[src/rtl/adder_pipelined.sv]
// N-bit adder pipelined as W-bit carry-chained segments, one segment per stage,
// with a global-stall valid/ready handshake. Optional subtract mode: define ADDER_SUB_EN.
module adder_pipelined #(
    parameter int unsigned N = 32,
    parameter int unsigned W = 8
) (
    input  logic         clk,
    input  logic         rst,
    input  logic         i_valid,
    output logic         i_ready,
    input  logic [N-1:0] a,
    input  logic [N-1:0] b,
    input  logic         c_in,
`ifdef ADDER_SUB_EN
    input  logic         sub,
`endif
    output logic         o_valid,
    input  logic         o_ready,
    output logic [N-1:0] sum,
    output logic         c_out,
    output logic         overflow
);

    localparam int unsigned STAGES = N / W;
    localparam int unsigned LAST   = STAGES - 1;

    if ((N % W) != 0) begin : g_bad_cfg
        $error("adder_pipelined: N must be an exact multiple of W");
    end

    logic advance;

    // Per-stage registers; operands shift down by W each stage so every stage adds bits [W-1:0]
    logic         valid_d [STAGES];
    logic         valid_q [STAGES];
    logic         carry_d [STAGES];
    logic         carry_q [STAGES];
    logic [N-1:0] sum_d   [STAGES];
    logic [N-1:0] sum_q   [STAGES];
    logic [N-1:0] a_op_d  [STAGES];
    logic [N-1:0] a_op_q  [STAGES];
    logic [N-1:0] b_op_d  [STAGES];
    logic [N-1:0] b_op_q  [STAGES];
    logic         sub_d   [STAGES];
    logic         sub_q   [STAGES];
    logic         ovf_d;
    logic         ovf_q;

    // Stage inputs: ports for stage 0, previous stage registers otherwise
    logic         src_valid [STAGES];
    logic         src_carry [STAGES];
    logic [N-1:0] src_sum   [STAGES];
    logic [N-1:0] src_a     [STAGES];
    logic [N-1:0] src_b     [STAGES];
    logic         src_sub   [STAGES];
    logic [W-1:0] b_seg     [STAGES];
    logic [W:0]   seg       [STAGES];

    assign advance = ~valid_q[LAST] | o_ready;
    assign i_ready = advance;

    always_comb begin
        for (int k = 0; k < int'(STAGES); k++) begin
            src_valid[k] = 1'b0;
            src_carry[k] = 1'b0;
            src_sum[k]   = '0;
            src_a[k]     = '0;
            src_b[k]     = '0;
            src_sub[k]   = 1'b0;
        end

        src_valid[0] = i_valid;
        src_sum[0]   = '0;
        src_a[0]     = a;
        src_b[0]     = b;
`ifdef ADDER_SUB_EN
        src_sub[0]   = sub;
        src_carry[0] = sub ? 1'b1 : c_in;
`else
        src_sub[0]   = 1'b0;
        src_carry[0] = c_in;
`endif

        for (int k = 1; k < int'(STAGES); k++) begin
            src_valid[k] = valid_q[k-1];
            src_carry[k] = carry_q[k-1];
            src_sum[k]   = sum_q[k-1];
            src_a[k]     = a_op_q[k-1];
            src_b[k]     = b_op_q[k-1];
            src_sub[k]   = sub_q[k-1];
        end
    end

    // Segment adders and hold/advance selection
    always_comb begin
        ovf_d = ovf_q;
        for (int k = 0; k < int'(STAGES); k++) begin
            valid_d[k] = valid_q[k];
            carry_d[k] = carry_q[k];
            sum_d[k]   = sum_q[k];
            a_op_d[k]  = a_op_q[k];
            b_op_d[k]  = b_op_q[k];
            sub_d[k]   = sub_q[k];

            b_seg[k] = src_b[k][W-1:0] ^ {W{src_sub[k]}};
            seg[k]   = {1'b0, src_a[k][W-1:0]} + {1'b0, b_seg[k]} + (W+1)'(src_carry[k]);

            if (advance) begin
                valid_d[k] = src_valid[k];
                carry_d[k] = seg[k][W];
                sum_d[k]   = N'({seg[k][W-1:0], src_sum[k]} >> W);
                a_op_d[k]  = src_a[k] >> W;
                b_op_d[k]  = src_b[k] >> W;
                sub_d[k]   = src_sub[k];
            end
        end

        // Signed overflow: operand signs agree but result sign differs
        if (advance) begin
            ovf_d = (src_a[LAST][W-1] == b_seg[LAST][W-1]) &&
                    (seg[LAST][W-1] != src_a[LAST][W-1]);
        end
    end

    always_ff @(posedge clk or negedge rst) begin
        if (!rst) begin
            for (int k = 0; k < int'(STAGES); k++) begin
                valid_q[k] <= 1'b0;
                carry_q[k] <= 1'b0;
                sum_q[k]   <= '0;
                a_op_q[k]  <= '0;
                b_op_q[k]  <= '0;
                sub_q[k]   <= 1'b0;
            end
            ovf_q <= 1'b0;
        end else begin
            for (int k = 0; k < int'(STAGES); k++) begin
                valid_q[k] <= valid_d[k];
                carry_q[k] <= carry_d[k];
                sum_q[k]   <= sum_d[k];
                a_op_q[k]  <= a_op_d[k];
                b_op_q[k]  <= b_op_d[k];
                sub_q[k]   <= sub_d[k];
            end
            ovf_q <= ovf_d;
        end
    end

    assign o_valid  = valid_q[LAST];
    assign sum      = sum_q[LAST];
    assign c_out    = carry_q[LAST];
    assign overflow = ovf_q;

endmodule
[config.mk]
export PLATFORM = sky130hd
export DESIGN_NAME = adder_pipelined
export DESIGN_NICKNAME = d
export VERILOG_FILES = /design/src/rtl/adder_pipelined.sv
export SDC_FILE = /design/constraint.sdc
export NUM_CORES = 1
export LEC_CHECK = 0
export CORE_AREA = 2 2 175 91
export DETAILED_ROUTE_END_ITERATION = 10
export DIE_AREA = 0 0 177 93
export PLACE_DENSITY_LB_ADDON = 0.12
export SLEW_MARGIN = 10
export SYNTH_ARGS = -nofsm -noshare
export SYNTH_HDL_FRONTEND = slang
export SYNTH_SLANG_ARGS = --single-unit
[constraint.sdc]
create_clock -name clk -period 2.9 [get_ports clk]
set_input_delay 0.725 -clock clk [delete_from_list [all_inputs] [get_ports clk]]
set_output_delay 0.725 -clock clk [all_outputs]
set_load 0.01 [all_outputs]
; ---- After elaboration in Yosys (flattened, before gate mapping)
; Index checks and enable logic that the tools add are counted.
[word_totals]
ff_bits = 185
output_inout_bits = 36
elab_cells = 32
[op_classes]
n_addsub = 8
eq_ne = 2
bitwise = 2
reduce_logical = 1
[op_table]
columns = op, n
row1 = adder 8 x 8 -> 9 bit, 4
row2 = adder 9 x 1 -> 9 bit, 4
row3 = equality test 1 bit, 1
row4 = logical AND 1 bit, 1
row5 = != test 1 bit, 1
row6 = inverter 1 bit, 1
row7 = bitwise OR 1 bit, 1

; ---- Logic depth before layout (Yosys ltp)
[logic_depth]
ltp_word = 4
ltp_mapped = 7

; ---- Worst setup path after synthesis
; OpenSTA, ideal clock, no wires.
[synth_path]
path_type = input to register
from = input port a[0]
to = register sum_q (netlist bit src_sum[94])
setup_time_ns = 0.128
t_arrival_ns = 2.281
slack_ns = 0.491
stages = 7
path_buffers = 0
path_cell_list = fa_1 -> fa_1 -> a21oi_1 -> o211ai_1 -> a21oi_1 -> xor2_1 -> o21ai_0
[synth_via]
elab_chain_cells = 2
[synth_rtl]
columns = element, line_no
row1 = start: declaration, 11  ; input logic [N-1:0] a,
row2 = adder 8 x 8 -> 9 bit, 106  ; seg[k] = {1'b0, src_a[k][W-1:0]} + {1'b0, b_seg[k]} + (W+1)'(src_carry[k]);
row3 = adder 9 x 1 -> 9 bit, 106
row4 = end signal: indexed assignment, 140  ; sum_q[k] <= sum_d[k];
row5 = end: declaration, 39  ; logic [N-1:0] sum_q [STAGES];
; No other way between the ends.
; A chain may end at the register's enable or synchronous reset.

; ---- Worst setup path in the final report
[layout_path]
from = input port o_ready
to = output port i_ready
[layout_via]
elab_chain_cells = 1
[layout_rtl]
columns = element, line_no
row1 = start: declaration, 18  ; input logic o_ready,
row2 = bitwise OR 1 bit, 59  ; assign advance = ~valid_q[LAST] | o_ready;
row3 = end: declaration, 10  ; output logic i_ready,
; No other way between the ends.

==> results.ini <==
[final_layout]
drive_gt1_share_pct=4.67
area_delta_synth_final_pct=22.4
fin_area_sq_um=9920
layout.filler_cells=1248
antenna_cells_inserted=0
finalNetCount=1099

[setup_path]
criticalPathCategory=input pin to output pin
timing.critical_path.arrival_ps=1920
worst_setup_path_end_kind=output pin
critPathRequiredTime_ps=2170
critPathMaxFanout=2
startpoint_type=input pin

[synth]
synth.area.top_cells=dfrtp_1, nand2_1, ha_1
yosys_most_used_dff=dfrtp_1
synth-edff-count=0
synth.yosys.warnings=0
syn_area_sq_um=8110
synth_area_per_cell_sq_um=8.96
netlist-cell-type-count=29
post_synth_most_frequent_cells=nand2_1, dfrtp_1, o21ai_0
synth_async_sr_flop_share_pct=100
yosysSeqAreaShare_pct=57.1
syn_nets=1010
synth_area_leader_cell=dfrtp_1
netlist_instances=905
synth_seq_cells=185
post-synth-top-count-cell=nand2_1
post-synth-top-area-fraction_pct=57.1

[detailed_routing]
antenna_left=0
vias=5886
detail_route.first_pass.iterations=4
drc=0
post_drt_via_cell_ratio=4.86
detail_route.wirelength_mm=17.2
starting_drt_drc_count=560
detail_route.wl_per_cell_microns=14.2

[die]
design.portCount=105
initial_core_util_pct=54.0
fp.dieArea_sq_um=16500
die_h_microns=93
core_area_sq_um=15000
placementRows=32
floorplan.die.width_microns=177

[pwr]
max-vdd-ir-drop_mv=0.592
power_density_nw_per_um2=1090
standby_leakage_power_uw=0.00495

[cts]
cts-buffers-inserted=17
postCtsResizedCells=0
post_cts_setup_buffers=0
htreeDepth=4
cts_hold_buffers=0
worstSkewPairLatency_ps=420
tritoncts_num_sinks=185
cts.clk_slew.worst_paths_ps=70
clock_tree.root_cell=clkbuf_16
cts_tree=built
cts_buffer_depth=2

[timing]
final.min_clock_period_ps=2650
fin_worst_hold_slack_ps=238
finClkSkew_ps=10.7
rsz0062_at_grt=no
final-hold-violation-count=0
worst_pin_slew_ps=866
max_freq_mhz=378
final-setup-viol-count=0
fin_crit_sh_pct=91.2
final_critical_path_setup_slack_ps=255
finalMaxSlewViolations=0
worst_slew_margin_rel_pct=42.3

[global_routing]
initial_antenna_violation_count=0
grt_max_degree=203
globalRouteOverflowTotal=0
grt_first_pass_wirelength_mm=28.4
grt_usage_pct=22.3
grt_pass1_vias=5449

[place]
dpl-instance-area_sq_um=9310
weighted_congestion_at_the_end_of_routability_driven_global_placement=0.838
io_buffer_count=104
dp_slack_ps=-76.4
post-dp-hpwl_mm=11.5

[hold_path]
timing.hold.worst.class=input pin to async pin

[flow_run]
max-cap-violations=0

[status]
result_of_the_run=finished, final reports clean

flip-flops by register name, indices dropped and copies added, names as in the netlist:
name and count:
a_op_q 48, b_op_q 48, src_sum 48, sum 32, carry_q 3, src_valid 3, c_out 1, o_valid 1
overflow 1
report_power, final:
group	switching, uW	internal [uW]	leakage, uW
Sequential	724	3700	0.00224
Clock	1010	1350	0.000290
Combinational	2290	1790	0.00242
cell usage in the layout, fill, tap and decap left out, types with 4 or more instances in the layout:
master and instances:
clkbuf_16 17, nand2b_1 4, a21oi_1 17, a31oi_1 4, o211ai_1 7, clkinv_4 5, o21ai_1 8, fa_1 8
buf_12 4, o21ai_0 31, nand2_1 497, ha_1 28, clkbuf_8 4, nor3_1 14, nor2_1 10, xor2_1 13
a21o_1 4, a211oi_1 4, a211oi_2 4, dfrtp_1 185, clkdlybuf4s50_1 103, xnor2_1 5, inv_1 6
worst paths after layout:
kind                            start           to  slack (ps)  cells past startpoint
setup / recovery              o_ready      i_ready         250                      4
hold / removal                    rst  src_sum[90]         240                      1
setup reg to reg           carry_q[2]  src_sum[30]         450                      7
hold reg to reg                sum[5]       sum[5]         460                      2
max in group asynchronous         rst  a_op_q[111]        1950                      2
min in group clk               sum[5]       sum[5]         460                      2
metal layers:
metal / routed length [microns] / GRT usage [%] / up-vias
li1: - / - / 3046
met5: 0 / 0 / -
met2: 5910 / 25.7 / 154
met3: 968 / 4.88 / 12
met1: 10200 / 39.9 / 2674
met4: 121 / 4.96 / 0
stage by stage:
stage | util (%) | setup TNS [ps] | instances | power, uW
3_5_place_dp | 62.0 | -138 | 1179 | 8510
5_1_grt | 66.1 | 0 | 1211 | 11700
6_report | 66.1 | 0 | 1211 | 10900
4_1_cts | 66.1 | 0 | 1211 | 10900
3_3_place_gp | 62.0 | -32.2 | 1179 | 8400
2_1_floorplan | - | 0 | 905 | 7030
critical path, cell delays in order:
cell             delay (ps)
clkdlybuf4s50_1         450
nor2b_4                 210
inv_4                    60
clkdlybuf4s50_1         480
cell families after synthesis:
kind of cell,count (synthesis),synth area share [%]
adders and majority gates,36,6.30
AOI/OAI and AO/OA,85,6.51
buffers and inverters,48,2.84
DFF,185,57.1
xor gates and xnor gates,18,1.95
and+or+nand+nor,533,25.3
cell type report:
type	instances	area, sq um	area share, %
Inverter	7	28.8	0.290
Tap cell	204	255	2.57
Clock buffer	21	470	4.74
Clock inverter	11	136	1.37
Sequential cell	185	4630	46.7
Timing Repair Buffer	111	1150	11.6
Multi-Input combinational cell	672	3250	32.8
(Power assumes the default switching activity.)
